<file path="src/rtl/prim_ram_1p_march_bist.sv">
// March C- built-in self-test initiator for the single-port SRAM primitive.
// Issues one RAM access per cycle over six march elements, checks each read
// one cycle later, and reports the first failing address/bits plus a
// saturating mismatch count.
module prim_ram_1p_march_bist #(
  parameter int Width = 32,
  parameter int Depth = 128,
  localparam int Aw = $clog2(Depth)
) (
  input  logic             clk_i,
  input  logic             rst_ni,
  input  logic             start_i,
  output logic             busy_o,
  output logic             done_o,
  output logic             fail_o,
  output logic [Aw-1:0]    fail_addr_o,
  output logic [Width-1:0] fail_bits_o,
  output logic [15:0]      err_cnt_o,
  output logic             req_o,
  output logic             write_o,
  output logic [Aw-1:0]    addr_o,
  output logic [Width-1:0] wdata_o,
  output logic [Width-1:0] wmask_o,
  input  logic [Width-1:0] rdata_i
);

  localparam logic [Aw-1:0] AddrMax = Aw'(Depth - 1);
  localparam logic [Aw-1:0] AddrOne = Aw'(1);

  typedef enum logic [1:0] {
    IDLE,
    RUN,
    DRAIN,
    DONE
  } state_e;

  state_e state_q, state_d;

  logic [2:0]    elem_q;   // march element M0..M5
  logic [Aw-1:0] addr_q;
  logic          phase_q;  // 0: first op on this address, 1: second op

  logic          single_op, is_write, desc, op_last, addr_last, elem_last;
  logic          wr_bg, rd_bg, start_acc;

  logic          cmp_valid_q, cmp_exp_q;
  logic [Aw-1:0] cmp_addr_q;
  logic          mismatch;

  // M0 is write-only and M5 is read-only; M1..M4 do read then write.
  assign single_op = (elem_q == 3'd0) || (elem_q == 3'd5);
  assign is_write  = (elem_q == 3'd0) || (!single_op && phase_q);
  assign desc      = (elem_q == 3'd3) || (elem_q == 3'd4);
  assign op_last   = single_op || phase_q;
  assign addr_last = desc ? (addr_q == '0) : (addr_q == AddrMax);
  assign elem_last = (elem_q == 3'd5);
  // Backgrounds: writes of B1 in M1/M3, reads of B1 in M2/M4.
  assign wr_bg     = (elem_q == 3'd1) || (elem_q == 3'd3);
  assign rd_bg     = (elem_q == 3'd2) || (elem_q == 3'd4);
  assign start_acc = (state_q == IDLE) && start_i;

  // Read data is checked against a background registered with the read.
  assign mismatch  = cmp_valid_q && (rdata_i != {Width{cmp_exp_q}});

  // State register.
  always_ff @(posedge clk_i or negedge rst_ni) begin
    if (!rst_ni) state_q <= IDLE;
    else         state_q <= state_d;
  end

  // Next-state logic and RAM/status drive.
  always_comb begin
    state_d = state_q;
    busy_o  = 1'b0;
    done_o  = 1'b0;
    req_o   = 1'b0;
    write_o = 1'b0;
    addr_o  = '0;
    wdata_o = '0;
    wmask_o = '0;
    case (state_q)
      IDLE: if (start_i) state_d = RUN;
      RUN: begin
        busy_o  = 1'b1;
        req_o   = 1'b1;
        write_o = is_write;
        addr_o  = addr_q;
        if (is_write) begin
          wdata_o = {Width{wr_bg}};
          wmask_o = '1;
        end
        if (op_last && addr_last && elem_last) state_d = DRAIN;
      end
      DRAIN: begin
        busy_o  = 1'b1;
        state_d = DONE;
      end
      DONE: begin
        done_o  = 1'b1;
        state_d = IDLE;
      end
      default: state_d = IDLE;
    endcase
  end

  // March sequencer: phase, address and element counters.
  always_ff @(posedge clk_i or negedge rst_ni) begin
    if (!rst_ni) begin
      elem_q  <= '0;
      addr_q  <= '0;
      phase_q <= 1'b0;
    end else if (start_acc) begin
      elem_q  <= '0;
      addr_q  <= '0;
      phase_q <= 1'b0;
    end else if (state_q == RUN) begin
      phase_q <= !op_last;
      if (op_last) begin
        if (addr_last) begin
          elem_q <= elem_q + 3'd1;
          // M3 and M4 start from the top address.
          addr_q <= ((elem_q == 3'd2) || (elem_q == 3'd3)) ? AddrMax : '0;
        end else begin
          addr_q <= desc ? (addr_q - AddrOne) : (addr_q + AddrOne);
        end
      end
    end
  end

  // Compare pipeline: remember what each read should return.
  always_ff @(posedge clk_i or negedge rst_ni) begin
    if (!rst_ni) begin
      cmp_valid_q <= 1'b0;
      cmp_exp_q   <= 1'b0;
      cmp_addr_q  <= '0;
    end else begin
      cmp_valid_q <= (state_q == RUN) && !is_write;
      cmp_exp_q   <= rd_bg;
      cmp_addr_q  <= addr_q;
    end
  end

  // Result capture: first failure is sticky, count saturates.
  always_ff @(posedge clk_i or negedge rst_ni) begin
    if (!rst_ni) begin
      fail_o      <= 1'b0;
      fail_addr_o <= '0;
      fail_bits_o <= '0;
      err_cnt_o   <= '0;
    end else if (start_acc) begin
      fail_o      <= 1'b0;
      fail_addr_o <= '0;
      fail_bits_o <= '0;
      err_cnt_o   <= '0;
    end else if (mismatch) begin
      if (err_cnt_o != '1) err_cnt_o <= err_cnt_o + 16'd1;
      if (!fail_o) begin
        fail_o      <= 1'b1;
        fail_addr_o <= cmp_addr_q;
        fail_bits_o <= {Width{cmp_exp_q}} ^ rdata_i;
      end
    end
  end

endmodule

</file>
<file path="config.mk">
export PLATFORM = sky130hd
export DESIGN_NAME = prim_ram_1p_march_bist
export DESIGN_NICKNAME = d
export VERILOG_FILES = /design/src/rtl/prim_ram_1p_march_bist.sv
export SDC_FILE = /design/constraint.sdc
export NUM_CORES = 1
export LEC_CHECK = 0
export BUFFER_PORTS_ARGS = -buffer_cell sky130_fd_sc_hd__buf_2
export CORE_MARGIN = 2
export CORE_UTILIZATION = 40
export CTS_CLUSTER_SIZE = 24
export DETAILED_ROUTE_END_ITERATION = 16
export GPL_TIMING_DRIVEN = 0
export PLACE_DENSITY = 0.66
export SYNTH_ARGS = -nofsm -noshare
export SYNTH_HDL_FRONTEND = slang
export SYNTH_SLANG_ARGS = --single-unit
</file>
<file path="constraint.sdc">
create_clock -name clk_i -period 3.6 [get_ports clk_i]
set_input_delay 0.36 -clock clk_i [delete_from_list [all_inputs] [get_ports clk_i]]
set_output_delay 0.36 -clock clk_i [all_outputs]
set_load 0.03 [all_outputs]
</file>
### After elaboration in Yosys (flattened, before gate mapping)

Cells that the tools add are included.

* add/sub/neg operators: 4
* equality and inequality tests: 14
* mux-type cells: 36
* bitwise operators: 1
* reduce and logical (&&, ||, !) cells: 30

Operators by type and width (number)
* $mux W32: 7
* $mux W7: 10
* $mux W16: 3
* $ne A32 B32 Y1: 1
* $xor A32 B32 Y32: 1
* $add A16 B1 Y16 const B: 1
* $ne A16 B16 Y1 const B: 1
* $mux W3: 4
* $reduce_bool A2 Y1: 5
* $mux W1: 9
* $pmux W2 S4: 1
* $reduce_and A2 Y1: 4
* $add A7 B1 Y7 const B: 1
* $eq A7 B7 Y1 const B: 1
* $logic_not A7 Y1: 1
* $logic_or A1 B1 Y1: 7
* $sub A7 B1 Y7 const B: 1
* $eq A3 B2 Y1 const B: 2
* $eq A3 B3 Y1 const B: 2
* $logic_and A1 B1 Y1: 6
* $eq A2 B2 Y1 const B: 2
* $mux W2: 2
* $ne A2 B2 Y1 const B: 2
* $add A3 B1 Y3 const B: 1
* other kinds (8): 10

* logic and storage cells: 96
* register bits: 78

### Longest topological paths before layout

* word-level depth: 7
* depth in mapped cells: 11

### Least setup slack after synthesis

Ideal clock, no wire load.

* kind: register -> output
* from: reg state_q[1]
* to: out wdata_o[10]
* cell stages (with the launch flop): 7
* buffers on the path: 2
* arrival: 3.886 ns
* slack: -0.646 ns
* required time: 3.240 ns
* cell sequence: dfrtp_1 > inv_1 > ha_1 > clkbuf_1 > and2_1 > nor2b_1 > buf_4

* cells in the longest elaborated chain, start to end: 2

Ends and longest elaborated chain
* from (decl): line 37 `state_e state_q, state_d;`
* from (signal assigned): line 68 `else state_q <= state_d;`
* $eq A2 B1 Y1: line 81 `case (state_q)`
* $mux W32: line 81
* to (decl): line 22 `output logic [Width-1:0] wdata_o,`

Every way passes these cells.

### Worst setup path after layout

* from: reg state_q[1]
* to: out wdata_o[14]

Same word-level chain as after synthesis.

==> impl_metrics.xml <==
<?xml version="1.0" encoding="UTF-8"?>
<metrics>
  <group name="clock_network">
    <metric name="cts.sinks" unit="">78</metric>
    <metric name="tritoncts" unit="">yes</metric>
    <metric name="cts.root.buffer_cell" unit="">clkbuf_16</metric>
    <metric name="cts_max_path_buffers" unit="">2</metric>
    <metric name="post-cts-setup-buffer-count" unit="">0</metric>
    <metric name="h_tree_depth_reported_by_cts" unit="">3</metric>
    <metric name="worstSkewPairLatency" unit="ns">0.34</metric>
    <metric name="clk_pin_slew" unit="ns">0.07</metric>
    <metric name="numCtsBuffers" unit="">9</metric>
  </group>
  <group name="synthesis">
    <metric name="netlist_area" unit="um2">4850</metric>
    <metric name="synth.ff_latch_count" unit="">78</metric>
    <metric name="synth_top_area_share" unit="%">40.3</metric>
    <metric name="synth_cell_type_count" unit="">43</metric>
    <metric name="netlist.top_cell.by_area" unit="">dfrtp_1</metric>
    <metric name="synth-edff-count" unit="">0</metric>
    <metric name="syn-num-nets" unit="">567</metric>
    <metric name="yosysSeqAreaShare" unit="%">40.3</metric>
    <metric name="synth_async_sr_flop_share" unit="%">100</metric>
    <metric name="syn-instance-count" unit="">514</metric>
    <metric name="synth.most_common_cell" unit="">dfrtp_1</metric>
    <metric name="synthFlopType" unit="">dfrtp_1</metric>
    <metric name="synth.top_cells.by_count" unit="">dfrtp_1 (78), buf_4 (64), nor2_1 (43)</metric>
    <metric name="yosysWarnings" unit="">0</metric>
    <metric name="post_synth_main_area_contributors" unit="">dfrtp_1 (40%), buf_4 (9.9%), xnor2_1 (6.0%), ha_1 (4.4%), a211oi_2 (3.4%)</metric>
    <metric name="synth.avg_cell_area" unit="um2">9.43</metric>
  </group>
  <group name="routing">
    <metric name="number_of_iterations_in_the_first_detailed_routing_pass" unit="">4</metric>
    <metric name="postRouteWirelength" unit="um">13100</metric>
    <metric name="drt_first_iter_violations" unit="">287</metric>
    <metric name="antenna_left" unit="">0</metric>
    <metric name="vias_post_dr" unit="">4393</metric>
    <metric name="detail_route.drc_violations" unit="">0</metric>
    <metric name="detail_route.wl_per_cell" unit="um">15.5</metric>
    <metric name="viasPerCell" unit="">5.20</metric>
  </group>
  <group name="global_route">
    <metric name="groute.usage.overall" unit="%">20.0</metric>
    <metric name="grt_start_max_net_pins" unit="">62</metric>
    <metric name="number_of_global_route_vias_before_repair" unit="">4152</metric>
    <metric name="first_pass_grt_wire_length" unit="um">20700</metric>
    <metric name="overflow" unit="">0</metric>
    <metric name="antenna_found_initial" unit="">0</metric>
  </group>
  <group name="timing">
    <metric name="fmax" unit="MHz">308</metric>
    <metric name="final.period_utilization" unit="%">90.3</metric>
    <metric name="setup_viol" unit="">0</metric>
    <metric name="tightest_slew" unit="ns">0.859</metric>
    <metric name="max_slew_violation_count" unit="">0</metric>
    <metric name="finalHoldViolations" unit="">0</metric>
    <metric name="rsz0062_at_grt" unit="">false</metric>
    <metric name="fin_worst_skew" unit="ns">0.00696</metric>
    <metric name="time_the_worst_path_needs_with_i_o_delays_and_setup" unit="ns">3.25</metric>
    <metric name="worst_hold_slack" unit="ns">0.345</metric>
    <metric name="setup_total_negative_slack" unit="ns">0</metric>
    <metric name="slew_headroom" unit="%">42.3</metric>
  </group>
  <group name="setup_path">
    <metric name="worst-endpoint-arrival" unit="ns">2.89</metric>
    <metric name="cell_type_of_the_slowest_stage_on_the_worst_timing_path" unit="">and2_2</metric>
    <metric name="cp_data_required_time" unit="ns">3.24</metric>
    <metric name="timing.critical_path.from_type" unit="">flip-flop</metric>
    <metric name="worstSetupPathType" unit="">reg2out</metric>
    <metric name="worstPathMaxFanout" unit="">35</metric>
    <metric name="worstSetupEndpointType" unit="">output port</metric>
    <metric name="cpPeakStageDelay" unit="ns">0.61</metric>
    <metric name="critical_path.cell_chain" unit="">inv_1, ha_1, clkbuf_1, and2_2, nor2b_4, buf_4, buf_2</metric>
  </group>
  <group name="die">
    <metric name="floorplan.die.height" unit="um">114</metric>
    <metric name="floorplan.rows" unit="">40</metric>
    <metric name="core-area" unit="um2">11900</metric>
    <metric name="initial_utilization" unit="%">40.7</metric>
    <metric name="pin_count" unit="">166</metric>
    <metric name="dieWidth" unit="um">114</metric>
    <metric name="design.die.area" unit="um2">13000</metric>
  </group>
  <group name="pwr">
    <metric name="cellLeakagePower" unit="nW">2.97</metric>
    <metric name="p_switching" unit="W">0.000415</metric>
    <metric name="power_density" unit="nW/um2">318</metric>
    <metric name="cellInternalPower" unit="W">0.00157</metric>
    <metric name="vdd.ir_drop.worst" unit="V">0.000222</metric>
    <metric name="p_seq_share" unit="%">44.1</metric>
    <metric name="netSwitchingFraction" unit="%">20.9</metric>
    <metric name="power.share.combinational" unit="%">4.1</metric>
    <metric name="clock_power_share" unit="%">51.8</metric>
    <metric name="fin_total_pwr" unit="W">0.00199</metric>
  </group>
  <group name="placement">
    <metric name="dp.final_hpwl" unit="um">9690</metric>
    <metric name="instance_count_after_placement_with_tap_cells_included" unit="">827</metric>
    <metric name="io_buffer_count" unit="">165</metric>
    <metric name="gp_congestion" unit="">0.871</metric>
  </group>
  <group name="cells_and_area">
    <metric name="nNetsFinal" unit="">746</metric>
    <metric name="layout.cells.non_filler" unit="">845</metric>
    <metric name="drive_above_1_share" unit="%">39.3</metric>
    <metric name="area_growth_syn_to_layout" unit="%">29.0</metric>
    <metric name="n_antenna_cell" unit="">0</metric>
    <metric name="fillerInstances" unit="">1092</metric>
    <metric name="finish.utilization" unit="%">52.5</metric>
  </group>
  <group name="outcome">
    <metric name="status" unit="">finished, final reports clean</metric>
  </group>
  <group name="flow_run">
    <metric name="max_cap_violations" unit="">0</metric>
  </group>
  <group name="min_path">
    <metric name="timing.hold.worst.class" unit="">in2reg</metric>
  </group>
</metrics>
cell type report:
class	instances	area [um2]	area share (%)
Buffer	90	618	9.88
Clock buffer	13	270	4.32
Clock inverter	3	65.1	1.04
Inverter	11	41.3	0.660
Multi-Input combinational cell	336	2260	36.1
Sequential cell	78	1950	31.2
Tap cell	147	184	2.94
Timing Repair Buffer	167	866	13.8
per-stage QoR:
stage	worst slack, ns	instance area, um2
2_1_floorplan	0.269	4860
3_3_place_gp	0.313	5870
3_5_place_dp	0.106	5900
4_1_cts	0.0870	6240
5_1_grt	0.121	6260
6_report	0.348	6260
metal layers:
layer | track usage (%) | wire (um) | vias to the layer above | share of wire, %
met3 | 4.55 | 772 | 15 | 5.9
met2 | 33.5 | 6350 | 149 | 48
li1 | - | - | 2113 | -
met1 | 25.9 | 5810 | 2116 | 44
met5 | 0 | 0 | - | 0
met4 | 6.42 | 202 | 0 | 1.5
what timing repair did:
item	in CTS	in global routing
endpoints found under the hold margin	17	0
setup endpoints to repair	32	32
resized for setup	1	1
cloned	0	1
hold buffers	1	0
worst paths after layout:
| kind | start | to | slack, ns | cells past startpoint |
|---|---|---|---|---|
| setup / recovery | state_q[1] | wdata_o[14] | 0.35 | 7 |
| setup reg to reg | elem_q[0] | state_q[1] | 0.89 | 8 |
| hold / removal | rdata_i[9] | fail_bits_o[9] | 0.35 | 3 |
| hold reg to reg | cmp_addr_q[4] | fail_addr_o[4] | 0.48 | 2 |
| max in group asynchronous | rst_ni | state_q[1] | 2.59 | 3 |
| min in group asynchronous | rst_ni | fail_bits_o[4] | 0.44 | 2 |
cells in the final DEF, fill, tap and decap left out, types with 20 or more instances in the layout:
master    count
a211oi_1     20
buf_2       166
buf_4        65
clkbuf_1     20
dfrtp_1      78
nand2_1      35
nand3_1      20
nor2_1       43
xnor2_1      33
cells by family (layout without fill, tap and decap cells):
family | Yosys count | after routing | share of synthesized area, %
buf+inv | 101 | 284 | 13.6
fa+ha+maj | 18 | 18 | 4.80
xor+xnor | 34 | 34 | 6.14
mux | 12 | 12 | 2.55
compound gates | 97 | 97 | 14.2
simple gates | 174 | 175 | 18.5
flops | 78 | 78 | 40.3
critical path: cells and delay by family (launching register included):
family / cells / cell delay [ns]
adders and majority gates: 1 / 0.27
buffers and inverters: 4 / 0.81
DFF: 1 / 0.41
and+or+nand+nor: 2 / 1.07
power by group through the flow:
| stage | combinational (W) | sequential, W | clock, W |
|---|---|---|---|
| 6_report | 0.0000815 | 0.000877 | 0.00103 |
| 5_1_grt | 0.0000899 | 0.000876 | 0.00107 |
| 4_1_cts | 0.0000831 | 0.000876 | 0.00104 |
| 3_5_place_dp | 0.0000815 | 0.000893 | 0 |
| 3_3_place_gp | 0.0000770 | 0.000893 | 0 |
| 2_1_floorplan | 0.0000225 | 0.000893 | 0 |
state kept, by name, summed over array words and instances, names as in the netlist:
| signal | count |
|---|---|
| cmp_valid_q | 1 |
| addr_q | 7 |
| fail_o | 1 |
| fail_bits_o | 32 |
| fail_addr_o | 7 |
| state_q | 2 |
| cmp_addr_q | 7 |
| phase_q | 1 |
| elem_q | 3 |
| err_cnt_o | 16 |
| cmp_exp_q | 1 |
(Power assumes the default switching activity.)
